[src/rtl/pipeline_hazard_ctrl.sv]
// Stall/flush sequencer for the 5-stage pipeline: picks one hazard cause per cycle and drives the register enables.
// Latency: control outputs are combinational in the same cycle; o_state reports the previous cycle's cause.
// Backpressure: a data-memory wait freezes the whole pipeline; other hazards stall only the front end.
module pipeline_hazard_ctrl #(
    parameter int MDU_CYCLES = 32,
    parameter int CNT_W      = 32
) (
    input  logic             clk,
    input  logic             rst,
    input  logic [4:0]       i_ID_rs,
    input  logic [4:0]       i_ID_rt,
    input  logic             i_ID_useRt,
    input  logic             i_ID_isMdu,
    input  logic             i_ID_readsHiLo,
    input  logic             i_EX_memRead,
    input  logic [4:0]       i_EX_rt,
    input  logic             i_EX_branchTaken,
    input  logic             i_IMEM_ready,
    input  logic             i_DMEM_ready,
    output logic             o_PC_we,
    output logic             o_IF_ID_we,
    output logic             o_IF_ID_flush,
    output logic             o_ID_EX_bubble,
    output logic             o_back_we,
    output logic             o_mduBusy,
    output logic [2:0]       o_state,
    output logic [CNT_W-1:0] o_stallCnt,
    output logic [CNT_W-1:0] o_flushCnt
);

    typedef enum logic [2:0] {
        ST_RUN     = 3'd0,
        ST_FREEZE  = 3'd1,
        ST_LOADUSE = 3'd2,
        ST_MDUWAIT = 3'd3,
        ST_FLUSH   = 3'd4,
        ST_IMISS   = 3'd5
    } cause_e;

    localparam logic [7:0]       MDU_LOAD = 8'(MDU_CYCLES);
    localparam logic [CNT_W-1:0] CNT_MAX  = '1;
    localparam logic [CNT_W-1:0] CNT_ONE  = CNT_W'(1);

    cause_e           state_q, state_d;
    logic [7:0]       mdu_cnt_q, mdu_cnt_d;
    logic [CNT_W-1:0] stall_cnt_q, stall_cnt_d;
    logic [CNT_W-1:0] flush_cnt_q, flush_cnt_d;
    logic             load_use;
    logic             mdu_wait;

    // Hazard detection and priority resolution: the first matching cause wins.
    always_comb begin
        load_use = i_EX_memRead && (i_EX_rt != 5'd0) &&
                   ((i_EX_rt == i_ID_rs) || (i_ID_useRt && (i_EX_rt == i_ID_rt)));
        mdu_wait = (mdu_cnt_q != 8'd0) && (i_ID_isMdu || i_ID_readsHiLo);
        state_d  = ST_RUN;
        if (!i_DMEM_ready)          state_d = ST_FREEZE;
        else if (i_EX_branchTaken)  state_d = ST_FLUSH;
        else if (load_use)          state_d = ST_LOADUSE;
        else if (mdu_wait)          state_d = ST_MDUWAIT;
        else if (!i_IMEM_ready)     state_d = ST_IMISS;
    end

    // Per-cause enable pattern; reset overrides so fetch restarts from a clean NOP front end.
    always_comb begin
        o_PC_we        = 1'b1;
        o_IF_ID_we     = 1'b1;
        o_IF_ID_flush  = 1'b0;
        o_ID_EX_bubble = 1'b0;
        o_back_we      = 1'b1;
        case (state_d)
            ST_FREEZE: begin
                o_PC_we    = 1'b0;
                o_IF_ID_we = 1'b0;
                o_back_we  = 1'b0;
            end
            ST_FLUSH: begin
                o_IF_ID_flush  = 1'b1;
                o_ID_EX_bubble = 1'b1;
            end
            ST_LOADUSE, ST_MDUWAIT: begin
                o_PC_we        = 1'b0;
                o_IF_ID_we     = 1'b0;
                o_ID_EX_bubble = 1'b1;
            end
            ST_IMISS: begin
                o_PC_we       = 1'b0;
                o_IF_ID_flush = 1'b1;
            end
            default: ;
        endcase
        if (rst) begin
            o_PC_we        = 1'b0;
            o_IF_ID_we     = 1'b1;
            o_IF_ID_flush  = 1'b1;
            o_ID_EX_bubble = 1'b1;
            o_back_we      = 1'b0;
        end
        o_mduBusy  = (mdu_cnt_q != 8'd0) && !rst;
        o_state    = state_q;
        o_stallCnt = stall_cnt_q;
        o_flushCnt = flush_cnt_q;
    end

    // MDU occupancy and saturating performance counters; an MDU op only issues when it leaves ID normally.
    always_comb begin
        mdu_cnt_d   = mdu_cnt_q;
        stall_cnt_d = stall_cnt_q;
        flush_cnt_d = flush_cnt_q;
        if (((state_d == ST_RUN) || (state_d == ST_IMISS)) && i_ID_isMdu)
            mdu_cnt_d = MDU_LOAD;
        else if ((mdu_cnt_q != 8'd0) && (state_d != ST_FREEZE))
            mdu_cnt_d = mdu_cnt_q - 8'd1;
        if ((state_d == ST_FREEZE) || (state_d == ST_LOADUSE) ||
            (state_d == ST_MDUWAIT) || (state_d == ST_IMISS)) begin
            if (stall_cnt_q != CNT_MAX) stall_cnt_d = stall_cnt_q + CNT_ONE;
        end
        if ((state_d == ST_FLUSH) && (flush_cnt_q != CNT_MAX))
            flush_cnt_d = flush_cnt_q + CNT_ONE;
    end

    // State register: records each cycle's cause along with MDU and counter state.
    always_ff @(posedge clk or posedge rst) begin
        if (rst) begin
            state_q     <= ST_RUN;
            mdu_cnt_q   <= 8'd0;
            stall_cnt_q <= '0;
            flush_cnt_q <= '0;
        end else begin
            state_q     <= state_d;
            mdu_cnt_q   <= mdu_cnt_d;
            stall_cnt_q <= stall_cnt_d;
            flush_cnt_q <= flush_cnt_d;
        end
    end

endmodule

[config.mk]
export PLATFORM = sky130hd
export DESIGN_NAME = pipeline_hazard_ctrl
export DESIGN_NICKNAME = d
export VERILOG_FILES = /design/src/rtl/pipeline_hazard_ctrl.sv
export SDC_FILE = /design/constraint.sdc
export NUM_CORES = 1
export LEC_CHECK = 0
export ABC_AREA = 0
export CELL_PAD_IN_SITES_DETAIL_PLACEMENT = 1
export CELL_PAD_IN_SITES_GLOBAL_PLACEMENT = 2
export CORE_ASPECT_RATIO = 1.4
export CORE_UTILIZATION = 28
export CTS_CLUSTER_SIZE = 28
export DETAILED_ROUTE_END_ITERATION = 10
export GPL_TIMING_DRIVEN = 0
export PLACE_DENSITY = 0.87
export SLEW_MARGIN = 20
export SYNTH_ARGS = -nofsm -noshare
export SYNTH_HDL_FRONTEND = slang
export SYNTH_SLANG_ARGS = --single-unit
export TNS_END_PERCENT = 30
[constraint.sdc]
create_clock -name clk -period 2.4 [get_ports clk]
set_input_delay 0.48 -clock clk [delete_from_list [all_inputs] [get_ports clk]]
set_output_delay 0.48 -clock clk [all_outputs]
set_load 0.03 [all_outputs]
**Yosys cells after proc, flatten, opt, wreduce, memory -nomap -nowiden**

Cells that the tools add are included.

- Register bits: 75
- Bits in latches: 0
- Bits in writable memories: 0
- ROM bits: 0
- Input bits: 24
- Output and inout port bits: 73
- Word-level logic and storage cells: 58
- Memories kept: 0

- Add/subtract/negate cells: 3
- Multipliers: 0
- Div/mod/pow operators: 0
- $lt $le $gt $ge: 0
- Equal/unequal tests: 10
- Shift-type cells: 0
- Mux-type cells: 17
- Bitwise operators: 0
- Reductions and logical operators: 24

Operators with widths:

| cell | number |
|---|---|
| $add 32x1->32 const B | 2 |
| $ne 32x32->1 const B | 2 |
| $mux 8 | 2 |
| $mux 3 | 5 |
| $eq 5x5->1 | 2 |
| $mux 1 | 10 |
| $logic_and 1x1->1 | 8 |
| $reduce_bool 8->1 | 1 |
| $sub 8x1->8 const B | 1 |
| $eq 3x2->1 const B | 2 |
| $eq 3x3->1 const B | 2 |
| $logic_or 1x1->1 | 6 |
| $reduce_or 3->1 | 2 |
| $reduce_bool 5->1 | 1 |
| $reduce_or 4->1 | 1 |
| $eq 3x1->1 const B | 1 |
| $logic_not 3->1 | 1 |
| $ne 3x1->1 const B | 1 |
| $reduce_and 2->1 | 1 |
| $reduce_bool 2->1 | 1 |
| $reduce_or 2->1 | 1 |
| $logic_not 1->1 | 1 |

**Longest topological paths before layout**

- Depth in word-level cells: 12
- Mapped depth: 10
- Depth with buffers taken out: 8

**Worst setup path after synthesis**

No wires, ideal clock.

- Kind: input to output
- Start point: in rst
- End point: out o_IF_ID_we
- Data arrival time: 2674 ps
- Required time: 1920 ps
- Setup slack: -754 ps
- Stages on the path: 2
- Buffers on the path: 0
- Cell sequence: inv_1 nand2_1

- Cells in the longest elaborated chain, start to end: 1

Ends and longest elaborated chain:

| element | RTL line | source |
|---|---|---|
| start: declaration | 9 | `input logic rst,` |
| $mux 1 | 92 | `if (rst) begin` |
| end: declaration | 21 | `output logic o_IF_ID_we,` |

Every way passes these cells.

**Worst setup path after layout**

- Start point: reg mdu_cnt_q[4]
- End point: out o_PC_we

- Cells in the longest elaborated chain, start to end: 10
- Elaborated cells on any way between the ends: 13
- Classes of those cells: eq/ne (4); mux (6); reduce/logical (3)

Ends and longest elaborated chain:

| element | RTL line | source |
|---|---|---|
| start: declaration | 45 | `logic [7:0] mdu_cnt_q, mdu_cnt_d;` |
| start signal: assignment | 131 | `mdu_cnt_q <= mdu_cnt_d;` |
| $reduce_bool 8->1 * | 55 | `mdu_wait = (mdu_cnt_q != 8'd0) && (i_ID_isMdu \|\| i_ID_readsHiLo);` |
| $logic_and 1x1->1 * | 55 |  |
| $mux 3 * | 60 | `else if (mdu_wait) state_d = ST_MDUWAIT;` |
| $mux 3 * | 59 | `else if (load_use) state_d = ST_LOADUSE;` |
| $mux 3 * | 58 | `else if (i_EX_branchTaken) state_d = ST_FLUSH;` |
| $mux 3 * | 57 | `if (!i_DMEM_ready) state_d = ST_FREEZE;` |
| $eq 3x3->1 (tied with other cells) | 71 | `case (state_d)` |
| $reduce_or 4->1 (no source line) * | -- |  |
| $mux 1 * | 71 |  |
| $mux 1 * | 92 |  |
| end: declaration | 20 | `output logic o_PC_we,` |

Mark *: on every way between the ends. The rest lies on a longest branch, timed or not.

==> results by group <==
Power
  – Total power: 4.40 mW
  – VDD IR max: 0.418 mV
  – PD cells: 770 nW/um2
  – LEAKAGE: 2.34 nW

Clocking
  – Reg clk slew, reported paths: 0.06 ns
  – TritonCTS clock tree: built
  – Worst-skew pair later-pin latency: 0.33 ns
  – H-tree level count: 3
  – Sinks on Clock Net: 75
  – Clock tree buffer depth: 2
  – Hold_buf cts: 0
  – Root buffer cell: clkbuf_16
  – Clock buffer count from CTS: 9

STA
  – Slew Viols, Final: 0
  – Fmax: 0.354 GHz
  – Worst-Margin Slew: 0.734 ns
  – Setup violators final: 5
  – Endpoints failing hold: 0
  – Worst setup margin: -0.428 ns
  – Layout Skew: 0.00842 ns
  – Unrepaired setup endpoints after global routing: yes
  – Post-route minimum period: 2.83 ns
  – Crit share post-route: 118%
  – Slew headroom: 50.8%

Detailed routing
  – Starting DRT DRC Count: 30
  – DR WL/cell: 15.9 um
  – Via/cell ratio: 4.77
  – Drt pass-1 iters: 4
  – DRC viols: 0
  – DR vias: 3225
  – Final WL: 10800 um
  – DRT antenna net count: 0

Place
  – Dpl ws: -1.24 ns
  – HPWL Detailed: 7830 um
  – Port Buffers: 96
  – GPL Wtd Cong: 0.808

Critical path
  – Setup CP Type: reg -> out
  – Critical path's slowest cell: or4_4
  – Crit path max fanout: 3
  – Cell Chain, Critical Path: or4_4, o32ai_4, a31oi_2, a31o_4, buf_8, nor2_4, buf_6
  – Startpoint class of the critical path: register
  – Crit path arrival time: 2.35 ns
  – Req. time, crit path: 1.92 ns
  – Max incr delay on CP: 0.58 ns
  – Setup crit end kind: output pin
  – Cell family with most CP delay: compound AO/OA/AOI/OAI gates
  – Buf+Inv Stages, Crit Path: 2

Floorplanning
  – Std-Cell Core Area: 13300 um2
  – Initial Utilization: 28.7%
  – Row Count: 50
  – Die Width: 101 um
  – Die area: 14100 um2
  – I/O pin count: 97
  – Die H: 140 um

Final layout
  – P&R area growth vs syn: 49.4%
  – N_diodes: 0
  – Nets: 517
  – Fin util: 42.9%
  – Share of post-route cells with drive strength above 1: 17.4%

Global routing
  – Global Route Usage Sum: 16.5%
  – Largest net degree at the start of global routing: 29
  – GR Overflow Total: 0
  – Initial antenna violation count: 0
  – First-pass GRT wire length: 18100 um
  – Vias in the first global route: 3500

Yosys
  – Async S/R FF share, synth: 100%
  – Yosys Warn Count: 0
  – Post-synth EDFFs: 0
  – Post-Syn Area: 3820 um2
  – Syn_nets: 394
  – Post-synthesis sequential element count: 75
  – Sequential area share after synthesis: 49.1%
  – Cells after Synth: 366
  – Avg Synthesized Cell Area: 10.4 um2
  – Dominant cell type by area after synthesis: dfrtp_1
  – Top_reg_cell synth: dfrtp_1
  – List of most frequent post-synthesis cells: dfrtp_1 (75), xnor2_1 (46), xor2_1 (31), nand2_1 (27)
  – Post-synth cell types: 47
  – Area share of the largest cell type after synthesis: 49.1%
  – Top post-synthesis cells by area: dfrtp_1 (49%), xnor2_1 (11%), xor2_1 (7.1%)
  – Most frequent cell after synthesis: dfrtp_1

Flow run
  – Max Cap Viol: 0

Min path
  – Worst Hold Class: reg -> reg

Outcome
  – Failing checks: setup timing
  – Run status: finished, violations left
-- metrics by stage --
step	std cells	area [um2]	hold WS [ns]	TNS (ns)
floorplan	366	3840	0.457	-0.0248
global placement	644	5030	0.480	-26.60
detailed placement	646	5080	0.489	-13.82
CTS	676	5640	0.501	-5.54
global route	676	5710	0.522	-2.56
finish	676	5710	0.496	-1.71
-- state kept, by name, summed over array words and instances (netlist names) --
register,count
o_state,3
o_flushCnt,32
o_stallCnt,32
mdu_cnt_q,8
-- path summary, 6_finish.rpt --
| check | slack (ns) | cells past startpoint | end | from |
|---|---|---|---|---|
| max | -0.43 | 7 | o_PC_we | mdu_cnt_q[4] |
| min | 0.50 | 1 | o_stallCnt[27] | o_stallCnt[27] |
| max reg2reg | 0.03 | 8 | o_stallCnt[17] | mdu_cnt_q[4] |
| min reg2reg | 0.50 | 1 | o_stallCnt[27] | o_stallCnt[27] |
| max in group asynchronous | 0.89 | 3 | o_stallCnt[2] | rst |
| min in group asynchronous | 0.92 | 3 | mdu_cnt_q[5] | rst |
-- kinds of logic after synthesis --
logic type	share of synthesized area, %
AOI/OAI and AO/OA	3.63
xor gates and xnor gates	17.6
adders and majority gates	1.31
buffers and inverters	2.39
DFF	49.1
muxes	0.884
and+or+nand+nor	25.0
-- where the power goes --
group | switching (mW) | internal, mW
combinational | 0.662 | 0.572
clock | 0.547 | 0.913
sequential | 0.241 | 1.46
total | 1.45 | 2.95
-- what timing repair did --
item,CTS,global route
resized for setup,64,18
buffers inserted,13,4
pin swaps,10,8
setup endpoints to repair,16,43
gates cloned,1,1
-- cell usage in the layout (no fill, tap or decap), drive strengths merged, types with 2 or more instances in the layout --
master,count
nor2b,3
nor3,17
or2,4
clkbuf,12
xor2,31
a31oi,2
and2,5
nor4b,3
or4,4
nor3b,2
and4,9
or3,2
o21a,2
nand2,27
clkdlybuf4s50,86
nor2,25
dlygate4sd2,3
dlymetal6s2s,2
dfrtp,75
ha,4
nand4,18
clkinv,3
clkinvlp,3
mux2,3
buf,23
nand3,26
xnor2,46
o21ai,2
bufinv,2
inv,12
and3,9
nor4,10
nand2b,4
a21oi,4
-- metal layers --
layer | vias to the layer above | global-route usage [%] | wire length (um) | part of all wire (%)
li1 | 1522 | - | - | -
met3 | 14 | 2.84 | 368 | 3.4
met4 | 0 | 5.87 | 172 | 1.6
met2 | 76 | 30.0 | 5800 | 54
met5 | - | 0 | 0 | 0
met1 | 1613 | 19.0 | 4440 | 41
-- area by class of cell --
class                      instances  area (um2)
sequential                        75        1880
buffer                             5        40.0
timing repair inverter             1        5.00
timing repair buffer             112        1140
clock inverter                     6        90.1
inverter                          13        52.6
clock buffer                      10         229
fill                            1491        7610
multi-input combinational        272        2050
tap                              182         228
(Power assumes the default switching activity.)
